$ cat src/rtl/alu_share_arbiter.sv
// Round-robin time-sharing of one combinational ALU between the execute stage (0)
// and the address/branch-compare unit (1); operands and results are registered.
module alu_share_arbiter #(
    parameter int WIDTH = 32
) (
    input  logic             clk,
    input  logic             rst_n,
    input  logic             req0_valid,
    output logic             req0_ready,
    input  logic [WIDTH-1:0] req0_a,
    input  logic [WIDTH-1:0] req0_b,
    input  logic [3:0]       req0_op,
    input  logic             req1_valid,
    output logic             req1_ready,
    input  logic [WIDTH-1:0] req1_a,
    input  logic [WIDTH-1:0] req1_b,
    input  logic [3:0]       req1_op,
    output logic             rsp0_valid,
    input  logic             rsp0_ready,
    output logic             rsp1_valid,
    input  logic             rsp1_ready,
    output logic [WIDTH-1:0] rsp_data,
    output logic             rsp_err,
    output logic [WIDTH-1:0] alu_in1,
    output logic [WIDTH-1:0] alu_in2,
    output logic [3:0]       alu_cntrl,
    input  logic [WIDTH-1:0] alu_dout
);

    typedef enum logic [1:0] {IDLE, EXEC, RESP} state_t;

    state_t state, state_nxt;
    logic   last_grant;
    logic   owner;
    logic   grant;
    logic   any_valid;
    logic   rsp_valid_q;
    logic   rsp_fire;
    logic   op_legal;

    function automatic logic is_legal(input logic [3:0] op);
        case (op)
            4'b0000, 4'b0001, 4'b0010, 4'b0011, 4'b0110,
            4'b0111, 4'b1000, 4'b1001, 4'b1010, 4'b1100: is_legal = 1'b1;
            default:                                     is_legal = 1'b0;
        endcase
    endfunction

    assign any_valid = req0_valid | req1_valid;
    // On a tie the requester not served last wins; otherwise the lone requester.
    assign grant     = (req0_valid & req1_valid) ? ~last_grant : req1_valid;
    assign op_legal  = is_legal(alu_cntrl);
    assign rsp_fire  = rsp_valid_q & (owner ? rsp1_ready : rsp0_ready);
    assign rsp0_valid = rsp_valid_q & ~owner;
    assign rsp1_valid = rsp_valid_q & owner;

    // NOTE: every output of this block gets a default first, so no path leaves
    // a signal unassigned and no latch is inferred.
    always_comb begin
        state_nxt  = state;
        req0_ready = 1'b0;
        req1_ready = 1'b0;
        case (state)
            IDLE: begin
                if (any_valid) begin
                    state_nxt  = EXEC;
                    // Gated by rst_n so readys read low for the whole reset pulse.
                    req0_ready = rst_n & ~grant;
                    req1_ready = rst_n & grant;
                end
            end
            EXEC:    state_nxt = RESP;
            RESP:    if (rsp_fire) state_nxt = IDLE;
            default: state_nxt = IDLE;
        endcase
    end

    // NOTE: state and datapath registers use non-blocking assignments so every
    // register samples pre-edge values regardless of statement order.
    always_ff @(posedge clk or negedge rst_n) begin
        if (!rst_n) begin
            state       <= IDLE;
            last_grant  <= 1'b1;
            owner       <= 1'b0;
            alu_in1     <= '0;
            alu_in2     <= '0;
            alu_cntrl   <= 4'b0000;
            rsp_data    <= '0;
            rsp_err     <= 1'b0;
            rsp_valid_q <= 1'b0;
        end else begin
            state <= state_nxt;
            case (state)
                IDLE: begin
                    if (any_valid) begin
                        owner     <= grant;
                        alu_in1   <= grant ? req1_a  : req0_a;
                        alu_in2   <= grant ? req1_b  : req0_b;
                        alu_cntrl <= grant ? req1_op : req0_op;
                    end
                end
                EXEC: begin
                    rsp_err  <= ~op_legal;
                    rsp_data <= op_legal ? alu_dout : '0;
                end
                RESP: begin
                    // Valid rises one cycle into RESP and drops on the owner's handshake.
                    if (rsp_fire) begin
                        rsp_valid_q <= 1'b0;
                        last_grant  <= owner;
                    end else begin
                        rsp_valid_q <= 1'b1;
                    end
                end
                default: ;
            endcase
        end
    end

endmodule

$ cat config.mk
export PLATFORM = sky130hd
export DESIGN_NAME = alu_share_arbiter
export DESIGN_NICKNAME = d
export VERILOG_FILES = /design/src/rtl/alu_share_arbiter.sv
export SDC_FILE = /design/constraint.sdc
export NUM_CORES = 1
export LEC_CHECK = 0
export CORE_MARGIN = 2
export CORE_UTILIZATION = 42
export DETAILED_ROUTE_END_ITERATION = 8
export PLACE_DENSITY = 0.89
export SLEW_MARGIN = 0
export SYNTH_ARGS = -nofsm -noshare
export SYNTH_HDL_FRONTEND = slang
export SYNTH_SLANG_ARGS = --single-unit
$ cat constraint.sdc
create_clock -name clk -period 4.1 [get_ports clk]
set_clock_uncertainty 0.15 [all_clocks]
set_input_delay 1.025 -clock clk [delete_from_list [all_inputs] [get_ports clk]]
set_output_delay 1.025 -clock clk [all_outputs]
set_load 0.05 [all_outputs]
# After elaboration in Yosys (flattened, before gate mapping)
# Memories as Yosys holds them, arrays and structs flattened.
# Index checks and enable logic that the tools add are counted.
# W data, S select, Z words.
# totals
wordCells,43
in_bits,174
out_inout_bits,105
rom_bits,16
register_bits,106
memories,1
# mem_list
name,words,width,read_ports,rd_clocked_by_memory_dff,wr,line_no,text
(no name shown),16,1,1,0,0,42,case (op)
# classes
reduce_logical,4
eq_ne,4
bitwise,11
n_mux,14
# op_table
cell,n
$mux W32,3
$mux W1,7
$and A1 B1 Y1,6
$pmux W2 S3,1
$reduce_and A2 Y1,3
$mux W2,2
$mux W4,1
$ne A2 B2 Y1 const B,2
$not A1 Y1,4
$eq A2 B1 Y1 const B,1
$eq A2 B2 Y1 const B,1
$logic_not A2 Y1,1
$or A1 B1 Y1,1

# Logic depth before layout (Yosys ltp)
# logic_depth
word_depth,6
mapped_depth,5

# Worst setup path before layout
# OpenSTA, ideal clock, no wires.
# synth_path
path_kind,input-to-output
start,in req1_valid
end,out req1_ready
arrival_time_ns,3.160
n_path_buf,2
slack_ns,-0.235
path_stages,4
path_cell_list,a21bo_2 > buf_6 > buf_6 > nor4b_1
# synth_between
elab_chain_len,5
# synth_rtl
element,line_no,text
"start, declared",13,"input logic req1_valid,"
$and A1 B1 Y1,51,assign grant = (req0_valid & req1_valid) ? ~last_grant : req1_valid;
$mux W1,51,
$and A1 B1 Y1,69,req1_ready = rst_n & grant;
$mux W1 (*),65,if (any_valid) begin
$mux W1 (*),63,case (state)
"end, declared",14,"output logic req1_ready,"
# Mark *: on every way between the ends. The rest lies on a longest branch, timed or not.

# Worst setup path after layout
# Same ends and word-level chain as after synthesis.

==> summary.json <==
{
  "synth.mux.area_fraction": 0.310,
  "power-per-cell-area_mw_per_mm2": 866,
  "clock_tree.root_cell": "clkbuf_16",
  "synth_simple_gate_area_frac": 0.0653,
  "critical_path_arrival_ns": 2.35,
  "critical_path.cell_chain": "clkdlybuf4s50_1, a21bo_4, nor4b_2, buf_12",
  "layout_cells_sized_above_1": 0.250,
  "first_global_vias": 4442,
  "netlist.area_leader.share": 0.529,
  "largest_family_of_logic_cells_by_synthesized_area": "multiplexers",
  "path_max_fanout": 8,
  "clock_power_share": 0.129,
  "synth-async-reset-ratio": 1.00,
  "timing.fmax_mhz": 283,
  "path_class": "in2out",
  "residual_drc_count": 0,
  "pwr-share-seq": 0.266,
  "outcome": "finished, final reports clean",
  "timing.critical_path.from_type": "primary input",
  "core_area_mm2": 0.0115,
  "synth.lib_cells_used.distinct": 24,
  "cts-hold-fix-buffers": 0,
  "synth_edf_count": 0,
  "max_slew.worst_pin.slew_ns": 1.16,
  "final_critical_path_setup_slack_ns": 0.572,
  "timing.critical_path.to_type": "primary output",
  "power_frac_comb": 0.606,
  "synth_xor_area_frac": 0,
  "power.share.switching": 0.471,
  "number_of_antenna_violations_at_the_first_check_in_global_routing": 0,
  "vdd_drop_max_uv": 543,
  "fillCellCount": 796,
  "dpl_worst_slack_ns": 0.549,
  "postSynthCellCount": 391,
  "clock_pin_transition_on_the_worst_setup_and_hold_timing_paths_ns": 0.07,
  "vias": 4101,
  "p_sw_w": 0.00332,
  "timing.critical_path.max_delay_family": "buffers and inverters",
  "detail_route.first_pass.iterations": 4,
  "postLayoutCellArea_mm2": 0.00814,
  "ys_warn_count": 0,
  "nNetsFinal": 834,
  "maxCapViolations": 0,
  "grt_pass1_wl_um": 22700,
  "synth.yosys.seq_area_share": 0.535,
  "finalCritPeriodShare": 0.860,
  "crit_required_ns": 2.92,
  "detail_route.vias_per_cell": 5.08,
  "worst_hold_path_type": "reg2reg",
  "synth_compound_area_frac": 0.0499,
  "io_pins": 279,
  "grt_max_degree": 71,
  "drt_first_iter_violations": 168,
  "place.detailed.hpwl_um": 11200,
  "die-width_um": 113,
  "cts_resized": 0,
  "synth-main-ff-cell": "dfrtp_1",
  "postCtsSetupRepairBufs": 0,
  "yosys.area_share.adder": 0,
  "worst-path-buf-inv": 2,
  "h-tree-depth": 3,
  "syn_avg_cell_area_um2": 12.7,
  "ys_seq_elements": 106,
  "post-synth-top-area-cell": "dfrtp_1",
  "wl_per_cell_um": 18.1,
  "grt_overflow": 0,
  "die-area_mm2": 0.0127,
  "hold_viol": 0,
  "slowest_stage_cell_crit_path": "clkdlybuf4s50_1",
  "slew_headroom": 0.221,
  "final_max_slew_viol_count": 0,
  "clk-insertion-delay-late_ns": 0.34,
  "crit_path_max_incr_delay_ns": 0.50,
  "setup-tns-final_ns": 0,
  "synthesis.nets": 565,
  "netlist_top_cells_area": "dfrtp_1 53%, mux2_2 31%, nand2_1 5.0%, a21oi_1 3.4%, buf_6 2.5%",
  "area_delta_synth_final_pct": 64.0,
  "final_period_minus_worst_setup_slack_ns": 3.53,
  "power_report.internal_total_w": 0.00374,
  "diode_count": 0,
  "globalplace.congestion": 0.775,
  "route.antenna.remaining_nets": 0,
  "static-leakage-power_nw": 3.31,
  "tritoncts_num_sinks": 106,
  "mappedNetlistArea_mm2": 0.00496,
  "rsz_0062_raised_after_global_routing": "no",
  "setup_failing_eps_final": 0,
  "route.final.wire_length_um": 14600,
  "post_placement_cell_area_mm2": 0.00782,
  "max-clock-path-buffers": 2,
  "floorplan.initialDensity": 0.433,
  "numCtsBuffers": 9,
  "chipHeight_um": 113,
  "placement_rows": 39,
  "clock_tree_from_tritoncts": "built",
  "buffer_ports.inserted": 278,
  "global_route.usage.total": 0.228
}
## state kept, by name, indices dropped and copies added, names as in the netlist
register / flops
rsp_valid_q: 1
rsp_err: 1
last_grant: 1
rsp_data: 32
alu_in1: 32
alu_cntrl: 4
owner: 1
state: 2
alu_in2: 32
## stage by stage
step | instances | utilization | hold WS [ns] | total power (W)
2_1_floorplan | 391 | - | 0.329 | 0.00470
3_3_place_gp | 792 | 0.682 | 0.310 | 0.00607
3_5_place_dp | 792 | 0.682 | 0.330 | 0.00620
4_1_cts | 807 | 0.710 | 0.345 | 0.00713
5_1_grt | 807 | 0.710 | 0.368 | 0.00738
6_report | 807 | 0.710 | 0.341 | 0.00706
## power by group through the flow
stage / clock [W] / combinational (W) / sequential [W]
floorplan: 0 / 0.00115 / 0.00355
finish: 0.000909 / 0.00427 / 0.00187
CTS: 0.000939 / 0.00431 / 0.00188
detailed placement: 0 / 0.00430 / 0.00189
global route: 0.000976 / 0.00447 / 0.00194
global placement: 0 / 0.00422 / 0.00185
## layout by cell type (no fill, tap or decap), types with 2 or more instances in the layout
| master | synthesis | final |
|---|---|---|
| inv_1 | 2 | 2 |
| nand2_1 | 66 | 66 |
| nand2b_1 | 2 | 2 |
| nor2_1 | 2 | 2 |
| a21oi_1 | 34 | 34 |
| dfrtp_1 | 105 | 105 |
| nor2b_1 | 4 | 3 |
| buf_12 | 0 | 2 |
| buf_4 | 0 | 7 |
| clkbuf_16 | 0 | 9 |
| clkdlybuf4s50_1 | 0 | 275 |
| o21ai_0 | 3 | 3 |
| clkbuf_8 | 0 | 5 |
| mux2_2 | 136 | 136 |
## worst reg2reg max path, delay by kind of cell (launching register included)
family | cells | cell delay, ns
DFF | 1 | 0.55
muxes | 2 | 0.77
AOI/OAI and AO/OA | 1 | 0.19
buffers and inverters | 1 | 0.64
## cell usage after synthesis (2+ instances only)
cell      count
a21oi_1      34
buf_2         8
buf_6        11
clkbuf_1      6
dfrtp_1     105
inv_1         2
mux2_2      136
nand2_1      66
nand2b_1      2
nor2_1        2
nor2b_1       4
o21ai_0       3
## final cells by class
cell class / instances / area [um2] / share of cell area
repair buffers: 284 / 2850 / 0.349
flip-flops and latches: 106 / 2650 / 0.326
multi-input cells: 257 / 2130 / 0.262
clock buffers: 14 / 294 / 0.0361
well taps: 143 / 179 / 0.0220
clock inverters: 1 / 30.0 / 0.00369
inverters: 2 / 7.51 / 0.000922
## routing by layer
metal	up-vias	wire length, um	global-route usage
met3	37	1090	0.0643
li1	1890	-	-
met5	-	0	0
met2	185	7710	0.409
met1	1989	5340	0.251
met4	0	453	0.102
## cell families (layout without fill, tap and decap cells)
logic type | after synthesis | in the layout
muxes | 137 | 137
DFF | 106 | 106
and+or+nand+nor | 78 | 78
AOI/OAI and AO/OA | 42 | 42
buffers and inverters | 28 | 301
## path summary, 6_finish.rpt
path,cells past startpoint,endpoint,start,slack [ns]
min in group asynchronous,2,alu_in2[0],rst_n,0.61
worst max register to register,4,alu_in1[6],last_grant,1.68
worst min-delay path,1,rsp_err,rsp_err,0.34
worst max-delay path,4,req1_ready,req1_valid,0.57
max in group asynchronous,2,alu_in1[13],rst_n,2.44
worst min register to register,1,rsp_err,rsp_err,0.34
(Power assumes the default switching activity.)
